**src/rtl/st7789_pkg.sv**
```systemverilog
// Shared constants and types for the ST7789 SPI receiver: command opcodes,
// decoder states and the window span payload.
package st7789_pkg;

  localparam int unsigned BYTE_W  = 8;
  localparam int unsigned COORD_W = 16;
  localparam int unsigned COLOR_W = 16;

  localparam logic [BYTE_W-1:0] CMD_CASET = 8'h2A;
  localparam logic [BYTE_W-1:0] CMD_RASET = 8'h2B;
  localparam logic [BYTE_W-1:0] CMD_RAMWR = 8'h2C;
  localparam logic [BYTE_W-1:0] CMD_NOP   = 8'h00;

  typedef enum logic [2:0] {
    IDLE  = 3'd0,
    CASET = 3'd1,
    RASET = 3'd2,
    RAMWR = 3'd3,
    SKIP  = 3'd4
  } dec_state_t;

  // Inclusive start/end of a column or row address window.
  typedef struct packed {
    logic [COORD_W-1:0] s;
    logic [COORD_W-1:0] e;
  } span_t;

endpackage

```
**src/rtl/spi_byte_rx.sv**
```systemverilog
// Oversampling SPI byte receiver: synchronizes the pins, detects rising
// spi_clk edges, assembles MSB-first bytes and frames them with csn.
module spi_byte_rx
  import st7789_pkg::*;
#(
  parameter int unsigned c_clk_polarity = 1,
  parameter int unsigned c_use_csn      = 0,
  parameter int unsigned c_sync_stages  = 2
) (
  input  logic              clk,
  input  logic              resn,
  input  logic              spi_csn_i,
  input  logic              spi_clk_i,
  input  logic              spi_mosi_i,
  input  logic              spi_dc_i,
  input  logic              spi_resn_i,
  output logic [BYTE_W-1:0] rx_byte_o,
  output logic              rx_dc_o,
  output logic              rx_valid_o,
  output logic              spi_resn_o
);

  localparam int unsigned SS = c_sync_stages;
  localparam logic CLK_IDLE = 1'(c_clk_polarity);

  logic [SS-1:0] csn_sync_q, clk_sync_q, mosi_sync_q, dc_sync_q, resn_sync_q;
  logic          csn_s, clk_s, mosi_s, dc_s, resn_s;
  logic          clk_prev_q;
  logic          sclk_rise;

  logic [BYTE_W-1:0] shift_q, shift_d;
  logic [2:0]        cnt_q, cnt_d;
  logic              done_q, done_d;
  logic              dc_cap_q, dc_cap_d;
  logic [BYTE_W-1:0] rx_byte_q, rx_byte_d;
  logic              rx_dc_q, rx_dc_d;
  logic              rx_valid_q, rx_valid_d;

  assign csn_s  = csn_sync_q[SS-1];
  assign clk_s  = clk_sync_q[SS-1];
  assign mosi_s = mosi_sync_q[SS-1];
  assign dc_s   = dc_sync_q[SS-1];
  assign resn_s = resn_sync_q[SS-1];

  assign sclk_rise = clk_s & ~clk_prev_q;

  // Synchronizer chains; reset values match the idle pin levels so no false edge.
  always_ff @(posedge clk or negedge resn) begin
    if (!resn) begin
      csn_sync_q  <= '1;
      clk_sync_q  <= {SS{CLK_IDLE}};
      mosi_sync_q <= '0;
      dc_sync_q   <= '0;
      resn_sync_q <= '1;
      clk_prev_q  <= CLK_IDLE;
    end else begin
      csn_sync_q  <= SS'({csn_sync_q, spi_csn_i});
      clk_sync_q  <= SS'({clk_sync_q, spi_clk_i});
      mosi_sync_q <= SS'({mosi_sync_q, spi_mosi_i});
      dc_sync_q   <= SS'({dc_sync_q, spi_dc_i});
      resn_sync_q <= SS'({resn_sync_q, spi_resn_i});
      clk_prev_q  <= clk_s;
    end
  end

  always_comb begin
    shift_d    = shift_q;
    cnt_d      = cnt_q;
    done_d     = 1'b0;
    dc_cap_d   = dc_cap_q;
    rx_byte_d  = rx_byte_q;
    rx_dc_d    = rx_dc_q;
    rx_valid_d = done_q;
    if (done_q) begin
      rx_byte_d = shift_q;
      rx_dc_d   = dc_cap_q;
    end
    if (!resn_s) begin
      shift_d    = '0;
      cnt_d      = '0;
      dc_cap_d   = 1'b0;
      rx_byte_d  = '0;
      rx_dc_d    = 1'b0;
      rx_valid_d = 1'b0;
    end else if ((c_use_csn != 0) && csn_s) begin
      // Deselected: any partial byte is dropped by restarting the count.
      cnt_d = '0;
    end else if (sclk_rise) begin
      shift_d = {shift_q[BYTE_W-2:0], mosi_s};
      cnt_d   = cnt_q + 3'd1;
      if (cnt_q == 3'd7) begin
        done_d   = 1'b1;
        dc_cap_d = dc_s;
      end
    end
  end

  always_ff @(posedge clk or negedge resn) begin
    if (!resn) begin
      shift_q    <= '0;
      cnt_q      <= '0;
      done_q     <= 1'b0;
      dc_cap_q   <= 1'b0;
      rx_byte_q  <= '0;
      rx_dc_q    <= 1'b0;
      rx_valid_q <= 1'b0;
    end else begin
      shift_q    <= shift_d;
      cnt_q      <= cnt_d;
      done_q     <= done_d;
      dc_cap_q   <= dc_cap_d;
      rx_byte_q  <= rx_byte_d;
      rx_dc_q    <= rx_dc_d;
      rx_valid_q <= rx_valid_d;
    end
  end

  assign rx_byte_o  = rx_byte_q;
  assign rx_dc_o    = rx_dc_q;
  assign rx_valid_o = rx_valid_q;
  assign spi_resn_o = resn_s;

endmodule

```
**src/rtl/st7789_spi_receiver.sv**
```systemverilog
// ST7789 display emulator: decodes CASET/RASET/RAMWR from the SPI byte stream
// and emits window-addressed RGB565 pixel writes.
module st7789_spi_receiver
  import st7789_pkg::*;
#(
  parameter int unsigned c_x_size       = 240,
  parameter int unsigned c_y_size       = 240,
  parameter int unsigned c_x_bits       = $clog2(c_x_size),
  parameter int unsigned c_y_bits       = $clog2(c_y_size),
  parameter int unsigned c_clk_polarity = 1,
  parameter int unsigned c_use_csn      = 0,
  parameter int unsigned c_sync_stages  = 2
) (
  input  logic                clk,
  input  logic                resn,
  input  logic                spi_csn,
  input  logic                spi_clk,
  input  logic                spi_mosi,
  input  logic                spi_dc,
  input  logic                spi_resn,
  output logic [BYTE_W-1:0]   rx_byte,
  output logic                rx_dc,
  output logic                rx_valid,
  output logic [BYTE_W-1:0]   last_cmd,
  output logic [c_x_bits-1:0] pix_x,
  output logic [c_y_bits-1:0] pix_y,
  output logic [COLOR_W-1:0]  pix_color,
  output logic                pix_valid
);

  localparam int unsigned XW = c_x_bits;
  localparam int unsigned YW = c_y_bits;
  localparam logic [COORD_W-1:0] X_LIM = COORD_W'(c_x_size);
  localparam logic [COORD_W-1:0] Y_LIM = COORD_W'(c_y_size);
  localparam span_t XWIN_RST = '{s: '0, e: COORD_W'(c_x_size - 1)};
  localparam span_t YWIN_RST = '{s: '0, e: COORD_W'(c_y_size - 1)};

  logic              spi_resn_s;
  logic [BYTE_W-1:0] rxb;
  logic              rxdc, rxv;

  spi_byte_rx #(
    .c_clk_polarity(c_clk_polarity),
    .c_use_csn     (c_use_csn),
    .c_sync_stages (c_sync_stages)
  ) u_byte_rx (
    .clk       (clk),
    .resn      (resn),
    .spi_csn_i (spi_csn),
    .spi_clk_i (spi_clk),
    .spi_mosi_i(spi_mosi),
    .spi_dc_i  (spi_dc),
    .spi_resn_i(spi_resn),
    .rx_byte_o (rxb),
    .rx_dc_o   (rxdc),
    .rx_valid_o(rxv),
    .spi_resn_o(spi_resn_s)
  );

  dec_state_t          state_q, state_d;
  logic [BYTE_W-1:0]   last_cmd_q, last_cmd_d;
  logic [23:0]         arg_q, arg_d;
  logic [1:0]          idx_q, idx_d;
  span_t               xwin_q, xwin_d, ywin_q, ywin_d;
  logic [COORD_W-1:0]  x_q, x_d, y_q, y_d;
  logic [BYTE_W-1:0]   hi_q, hi_d;
  logic                phase_q, phase_d;
  logic [XW-1:0]       pix_x_q, pix_x_d;
  logic [YW-1:0]       pix_y_q, pix_y_d;
  logic [COLOR_W-1:0]  pix_color_q, pix_color_d;
  logic                pix_valid_q, pix_valid_d;

  always_ff @(posedge clk or negedge resn) begin
    if (!resn) begin
      state_q     <= IDLE;
      last_cmd_q  <= '0;
      arg_q       <= '0;
      idx_q       <= '0;
      xwin_q      <= XWIN_RST;
      ywin_q      <= YWIN_RST;
      x_q         <= '0;
      y_q         <= '0;
      hi_q        <= '0;
      phase_q     <= 1'b0;
      pix_x_q     <= '0;
      pix_y_q     <= '0;
      pix_color_q <= '0;
      pix_valid_q <= 1'b0;
    end else begin
      state_q     <= state_d;
      last_cmd_q  <= last_cmd_d;
      arg_q       <= arg_d;
      idx_q       <= idx_d;
      xwin_q      <= xwin_d;
      ywin_q      <= ywin_d;
      x_q         <= x_d;
      y_q         <= y_d;
      hi_q        <= hi_d;
      phase_q     <= phase_d;
      pix_x_q     <= pix_x_d;
      pix_y_q     <= pix_y_d;
      pix_color_q <= pix_color_d;
      pix_valid_q <= pix_valid_d;
    end
  end

  always_comb begin
    state_d     = state_q;
    last_cmd_d  = last_cmd_q;
    arg_d       = arg_q;
    idx_d       = idx_q;
    xwin_d      = xwin_q;
    ywin_d      = ywin_q;
    x_d         = x_q;
    y_d         = y_q;
    hi_d        = hi_q;
    phase_d     = phase_q;
    pix_x_d     = pix_x_q;
    pix_y_d     = pix_y_q;
    pix_color_d = pix_color_q;
    pix_valid_d = 1'b0;

    if (!spi_resn_s) begin
      state_d     = IDLE;
      last_cmd_d  = '0;
      arg_d       = '0;
      idx_d       = '0;
      xwin_d      = XWIN_RST;
      ywin_d      = YWIN_RST;
      x_d         = '0;
      y_d         = '0;
      hi_d        = '0;
      phase_d     = 1'b0;
      pix_x_d     = '0;
      pix_y_d     = '0;
      pix_color_d = '0;
    end else if (rxv && !rxdc) begin
      // A command byte always restarts decoding; pending window args are dropped.
      last_cmd_d = rxb;
      idx_d      = '0;
      case (rxb)
        CMD_CASET: state_d = CASET;
        CMD_RASET: state_d = RASET;
        CMD_RAMWR: begin
          state_d = RAMWR;
          x_d     = xwin_q.s;
          y_d     = ywin_q.s;
          phase_d = 1'b0;
        end
        default:   state_d = SKIP;
      endcase
    end else if (rxv) begin
      case (state_q)
        CASET, RASET: begin
          if (idx_q == 2'd3) begin
            if (state_q == CASET) xwin_d = '{s: arg_q[23:8], e: {arg_q[7:0], rxb}};
            else                  ywin_d = '{s: arg_q[23:8], e: {arg_q[7:0], rxb}};
            state_d = SKIP;
          end else begin
            arg_d = {arg_q[15:0], rxb};
            idx_d = idx_q + 2'd1;
          end
        end
        RAMWR: begin
          if (!phase_q) begin
            hi_d    = rxb;
            phase_d = 1'b1;
          end else begin
            phase_d     = 1'b0;
            pix_color_d = {hi_q, rxb};
            pix_x_d     = XW'(x_q);
            pix_y_d     = YW'(y_q);
            pix_valid_d = (x_q < X_LIM) && (y_q < Y_LIM);
            // >= rather than == so a degenerate window pins to its start.
            if (x_q >= xwin_q.e) begin
              x_d = xwin_q.s;
              y_d = (y_q >= ywin_q.e) ? ywin_q.s : y_q + 16'd1;
            end else begin
              x_d = x_q + 16'd1;
            end
          end
        end
        default: ;
      endcase
    end
  end

  assign rx_byte   = rxb;
  assign rx_dc     = rxdc;
  assign rx_valid  = rxv;
  assign last_cmd  = last_cmd_q;
  assign pix_x     = pix_x_q;
  assign pix_y     = pix_y_q;
  assign pix_color = pix_color_q;
  assign pix_valid = pix_valid_q;

endmodule

```
**config.mk**
```make
export PLATFORM = sky130hd
export DESIGN_NAME = st7789_spi_receiver
export DESIGN_NICKNAME = d
export VERILOG_FILES = /design/src/rtl/st7789_pkg.sv /design/src/rtl/spi_byte_rx.sv /design/src/rtl/st7789_spi_receiver.sv
export SDC_FILE = /design/constraint.sdc
export NUM_CORES = 1
export LEC_CHECK = 0
export BUFFER_PORTS_ARGS = -buffer_cell sky130_fd_sc_hd__buf_2
export CORE_MARGIN = 4
export CORE_UTILIZATION = 55
export CTS_BUF_LIST = sky130_fd_sc_hd__clkbuf_8 sky130_fd_sc_hd__clkbuf_16
export DETAILED_ROUTE_END_ITERATION = 10
export PLACE_DENSITY = 0.88
export SLEW_MARGIN = 20
export SYNTH_ARGS = -nofsm -noshare
export SYNTH_HDL_FRONTEND = slang
export SYNTH_SLANG_ARGS = --single-unit
```
**constraint.sdc**
```tcl
create_clock -name clk -period 2.25 [get_ports clk]
set_input_delay 0.3375 -clock clk [delete_from_list [all_inputs] [get_ports clk]]
set_output_delay 0.3375 -clock clk [all_outputs]
set_load 0.01 [all_outputs]
```
Yosys cells after proc, flatten, opt, wreduce, memory -nomap -nowiden
Index checks and enable logic that the tools add are counted.
{"block": "word_totals", "mem_count": 0, "output_inout_bits": 51, "inputBits": 7, "word_cells": 174, "mem_bits_ro": 0, "ff_bits": 207, "mem_bits_rw": 0, "latchBits": 0}
{"block": "classes", "eq_ne": 30, "multipliers": 0, "n_shift": 0, "mux": 91, "n_reduce_logical": 15, "div_mod_pow": 0, "addsub": 4, "order_cmp": 4, "bitwise_logic": 2}
{"operator": "$mux 32", "count": 12}
{"operator": "$mux 16", "count": 20}
{"operator": "$mux 8", "count": 21}
{"operator": "$mux 24", "count": 5}
{"operator": "$add 16x1->16 const B", "count": 2}
{"operator": "$ge 16x16->1", "count": 2}
{"operator": "$lt 16x8->1 const B", "count": 2}
{"operator": "$ne 2x2->1 const B", "count": 14}
{"operator": "$eq 8x6->1 const B", "count": 3}
{"operator": "$ne 3x3->1 const B", "count": 8}
{"operator": "$mux 3", "count": 7}
{"operator": "$mux 1", "count": 20}
{"operator": "$reduce_and 4->1", "count": 4}
{"operator": "$reduce_and 5->1", "count": 3}
{"operator": "$mux 2", "count": 5}
{"operator": "$pmux 3 s3", "count": 1}
{"operator": "$reduce_and 3->1", "count": 3}
{"operator": "$eq 3x2->1 const B", "count": 2}
{"operator": "$add 3x1->3 const B", "count": 1}
{"operator": "$eq 3x1->1 const B", "count": 1}
{"operator": "$eq 3x3->1 const B", "count": 1}
{"operator": "$add 2x1->2 const B", "count": 1}
{"operator": "$eq 2x2->1 const B", "count": 1}
{"operator": "$logic_and 1x1->1", "count": 2}
{"operator": "5 further kinds", "count": 5}

Depth between registers and ports, before layout
{"block": "depth", "word_depth": 8, "ltp_mapped": 10, "mapped_depth_nobuf": 8}

Cells and area by module
A second synthesis with hierarchy kept.
{"block": "unflattened", "hier_cells": 1113, "area_unflattened_um2": 10143.5}
{"mod": "st7789_spi_receiver", "cells_per_inst": 1017, "area_each_um2": 8914.8, "n_inst": 1, "seq_area_each_um2": 4396.7}
{"mod": "spi_byte_rx", "cells_per_inst": 96, "area_each_um2": 1228.7, "n_inst": 1, "seq_area_each_um2": 807.0}

Worst setup path before layout
No wires, ideal clock.
{"block": "synth_timing", "kind": "register -> register", "start": "register xwin_q[7] (netlist name)", "end": "register y_q[14]", "path_stages_with_launch": 10, "setup_slack_ps": -147, "setup_time_ps": 122, "required_time_ps": 2128, "period_less_slack_ps": 2397, "arrival_ps": 2276, "n_path_buf": 1, "cell_sequence": "dfstp_2 > inv_1 > ha_1 > nand4_1 > or3_1 > a221o_1 > a41oi_2 > buf_4 > o21ai_1 > a32o_1"}
{"block": "synth_between", "elab_chain_len": 3}
{"element": "start, declared", "line": "st7789_spi_receiver.sv:64", "source": "span_t xwin_q, xwin_d, ywin_q, ywin_d;"}
{"element": "start signal, assigned", "line": "st7789_spi_receiver.sv:94", "source": "xwin_q <= xwin_d;"}
{"element": "$ge 16x16->1", "line": "st7789_spi_receiver.sv:175", "source": "if (x_q >= xwin_q.e) begin"}
{"element": "$ne 3x3->1 (no line)"}
{"element": "$reduce_and 5->1 (no line)"}
{"element": "end signal, assigned", "line": "st7789_spi_receiver.sv:97", "source": "y_q <= y_d;"}
{"element": "end, declared", "line": "st7789_spi_receiver.sv:65", "source": "logic [COORD_W-1:0] x_q, x_d, y_q, y_d;"}
Every way passes these cells.
A chain may end at the register's enable or synchronous reset.

Final worst setup path
{"block": "layout_timing", "start": "register xwin_q[15] (netlist name)", "end": "register y_q[13]"}
Same word-level chain as after synthesis.

==> out/results.txt <==
CTS sink cnt: 207
Clock Path Buffers: 3
Finished Core Util: 0.706
Sw Ratio: 0.208
Pwr dens: 661 nW/um2
Overall Power: 8.10 mW
HP Class: register to register
Slew @ Worst Pin: 795 ps
Worst-skew pair later-pin latency: 510 ps
Synth warnings: 0
Setup ws final: -551 ps
P_sw: 1.68 mW
DRC errors left: 0
Normalized max-slew margin: 0.470
Internal power: 6.42 mW
Area of the mapped netlist: 9770 um2
Starting density of the core: 0.563
Ys async rst share: 1.00
H-tree level count: 1
Final hold violations: 0
Hpwl dp: 17800 um
Worst EP required: 2690 ps
Peak VDD IR: 0.665 mV
Max-slew violation count: 0
CP endpoint kind: register
Wirelength, routed: 31800 um
DR WL/cell: 22.5 um
Synthesis-stage register bit count: 207
Clock Skew: 13.2 ps
Syn Inst Count: 1045
Critical setup path kind: register to register
Gate power share: 0.025
CTS Buf Count: 22
FMAX: 0.357 GHz
Clock share of power: 0.513
Largest net degree at the start of global routing: 68
Die H: 141 um
CTS tree: built
Site Rows: 48
Post-layout nets: 1219
Chip width: 141 um
# diodes: 0
Vias in the first global route: 9034
Max-Cap Viols: 0
FILL cells: 1014
Ys flop type: dfrtp_1
Die Footprint: 20000 um2
Status: complete, but fails checks
Setup violators final: 32
Core box area: 17400 um2
Vias: 9248
Unique masters post-synth: 52
Setup_tns: -14830 ps
RSZ-0062 raised after global routing: true
GRT overflow: 0
Clock-pin slew on the worst setup and hold paths: 60 ps
Via-to-Cell Ratio: 6.53
Final GP Congestion: 0.906
Initial antenna violation count: 0
IO Count: 58
Layout cell share with drive strength beyond 1: 0.250
Sequential fraction of design power: 0.462
Final period utilization: 1.24
CP Launch Type: register
Period minus WS final: 2800 ps
Post-synth EDFFs: 0
Sequential area share after synthesis: 0.532
Lkg Pwr: 5.60 nW
Post-route ant nets: 0
First-pass GRT wire length: 49700 um
Failing checks: negative setup slack
CP max FO: 7
Starting DRC count in detailed routing: 1345
TritonRoute pass-1 iters: 5
Area Overhead vs Synth: 25.4%
Post-Synthesis Net Count: 1089
WP data arrival: 3240 ps
Final worst hold slack: 347 ps
Gr usage total: 0.314
Dpl ws: -303 ps
Root buffer selected by CTS: clkbuf_16
I/O Buffers: 56
Mean post-synth cell area: 9.35 um2
## through the flow
| step | area, um2 | cells |
|---|---|---|
| final | 12300 | 1416 |
| after global routing | 12300 | 1416 |
| after CTS | 12100 | 1408 |
| after detailed placement | 10900 | 1352 |
| after global placement | 10900 | 1352 |
| after floorplan | 9800 | 1045 |
## routing by layer
layer / GRT usage / share of wire / vias up
met5: 0 / 0 / -
met3: 0.0708 / 0.10 / 199
met1: 0.404 / 0.35 / 4447
met2: 0.502 / 0.47 / 738
li1: - / - / 3864
met4: 0.159 / 0.068 / 0
## cells in the final DEF, fill, tap and decap left out, types with 14 or more instances in the layout
master	count
nand2_1	246
dfrtp_1	188
buf_4	92
a21oi_1	88
o21ai_0	59
buf_2	55
inv_1	49
ha_1	34
nor2_1	31
nand3_1	27
clkbuf_16	23
a22o_1	22
dfstp_2	19
o21ai_2	15
nand4_1	14
nor3_1	14
mux2_2	14
## final cells by class
type / count / area (um2) / area share
Multi-Input combinational cell: 720 / 4360 / 0.356
Tap cell: 225 / 282 / 0.0230
Timing Repair Buffer: 175 / 1400 / 0.114
Clock buffer: 26 / 617 / 0.0503
Sequential cell: 207 / 5200 / 0.424
Inverter: 49 / 184 / 0.0150
Clock inverter: 14 / 219 / 0.0179
## Yosys cell counts (9+ instances only)
library cell | count | area, um2
a21oi_1 | 91 | 455
nor4_1 | 9 | 56.3
nand4_1 | 14 | 87.6
nor2_1 | 31 | 116
nand2_1 | 249 | 935
nor2b_1 | 11 | 68.8
a32o_1 | 14 | 140
nor3_1 | 16 | 80.1
o21ai_0 | 72 | 360
ha_1 | 37 | 463
mux2i_1 | 13 | 130
nand3_1 | 31 | 155
o211ai_1 | 12 | 90.1
a22o_1 | 22 | 193
dfrtp_1 | 188 | 4700
mux2_2 | 14 | 158
clkbuf_1 | 54 | 203
inv_1 | 49 | 184
a31oi_1 | 11 | 68.8
o21ai_1 | 12 | 60.1
dfstp_2 | 19 | 499
## timing repair
| item | CTS | global route |
|---|---|---|
| endpoints found under the hold margin | 56 | 0 |
| pin swaps | 15 | 21 |
| setup endpoints to repair | 32 | 33 |
| gates resized for setup | 37 | 35 |
| hold buffers | 5 | 0 |
| gates cloned | 3 | 0 |
| setup buffers | 8 | 9 |
## logic make-up (layout without fill, tap and decap cells)
kind of cell / count (synthesis) / in the layout / share of synthesized area
XOR/XNOR: 3 / 3 / 0.00269
buffers and inverters: 118 / 264 / 0.0483
flip-flops: 207 / 207 / 0.532
AND/OR/NAND/NOR: 396 / 396 / 0.179
AO/OA/AOI/OAI: 257 / 257 / 0.161
multiplexers: 27 / 27 / 0.0294
adder cells (fa/ha/maj): 37 / 37 / 0.0474
## worst max-delay path, stage by stage, from the launching register on
cell and delay [ps]:
dfrtp_1 400, inv_1 70, ha_1 290, nand4_1 170, or3_1 410, a221o_1 370
buf_6 160, and4_4 220, nor3_4 240, buf_6 150, buf_16 110, a32o_2 130
## path summary, 6_finish.rpt
check	start	to	slack (ps)	cells past startpoint
worst max-delay path	xwin_q[15]$_DFFE_PN0P_	y_q[13]$_DFFE_PN0P_	-550	11
worst min-delay path	u_byte_rx.mosi_sync_q[0]$_DFF_PN0_	u_byte_rx.mosi_sync_q[1]$_DFF_PN0_	350	0
worst max register to register	xwin_q[15]$_DFFE_PN0P_	y_q[13]$_DFFE_PN0P_	-550	11
worst min register to register	u_byte_rx.mosi_sync_q[0]$_DFF_PN0_	u_byte_rx.mosi_sync_q[1]$_DFF_PN0_	350	0
max in group asynchronous	resn	ywin_q[5]$_DFFE_PN1P_	1090	3
min in group asynchronous	resn	u_byte_rx.done_q$_DFF_PN0_	360	2
## sequential cells by signal, indices dropped and copies added, names as in the netlist, 16 cells and up
signal and count:
ywin_q 32, arg_q 24, y_q 16, x_q 16, xwin_q 32, pix_color 16
## power by group through the flow
stage	clock network (mW)	registers, mW	logic, mW
floorplan	0	3.81	0.0744
global placement	0	3.81	0.187
detailed placement	0	3.81	0.191
CTS	4.15	3.75	0.200
global route	4.33	3.74	0.229
finish	4.15	3.74	0.205
(Power assumes the default switching activity.)
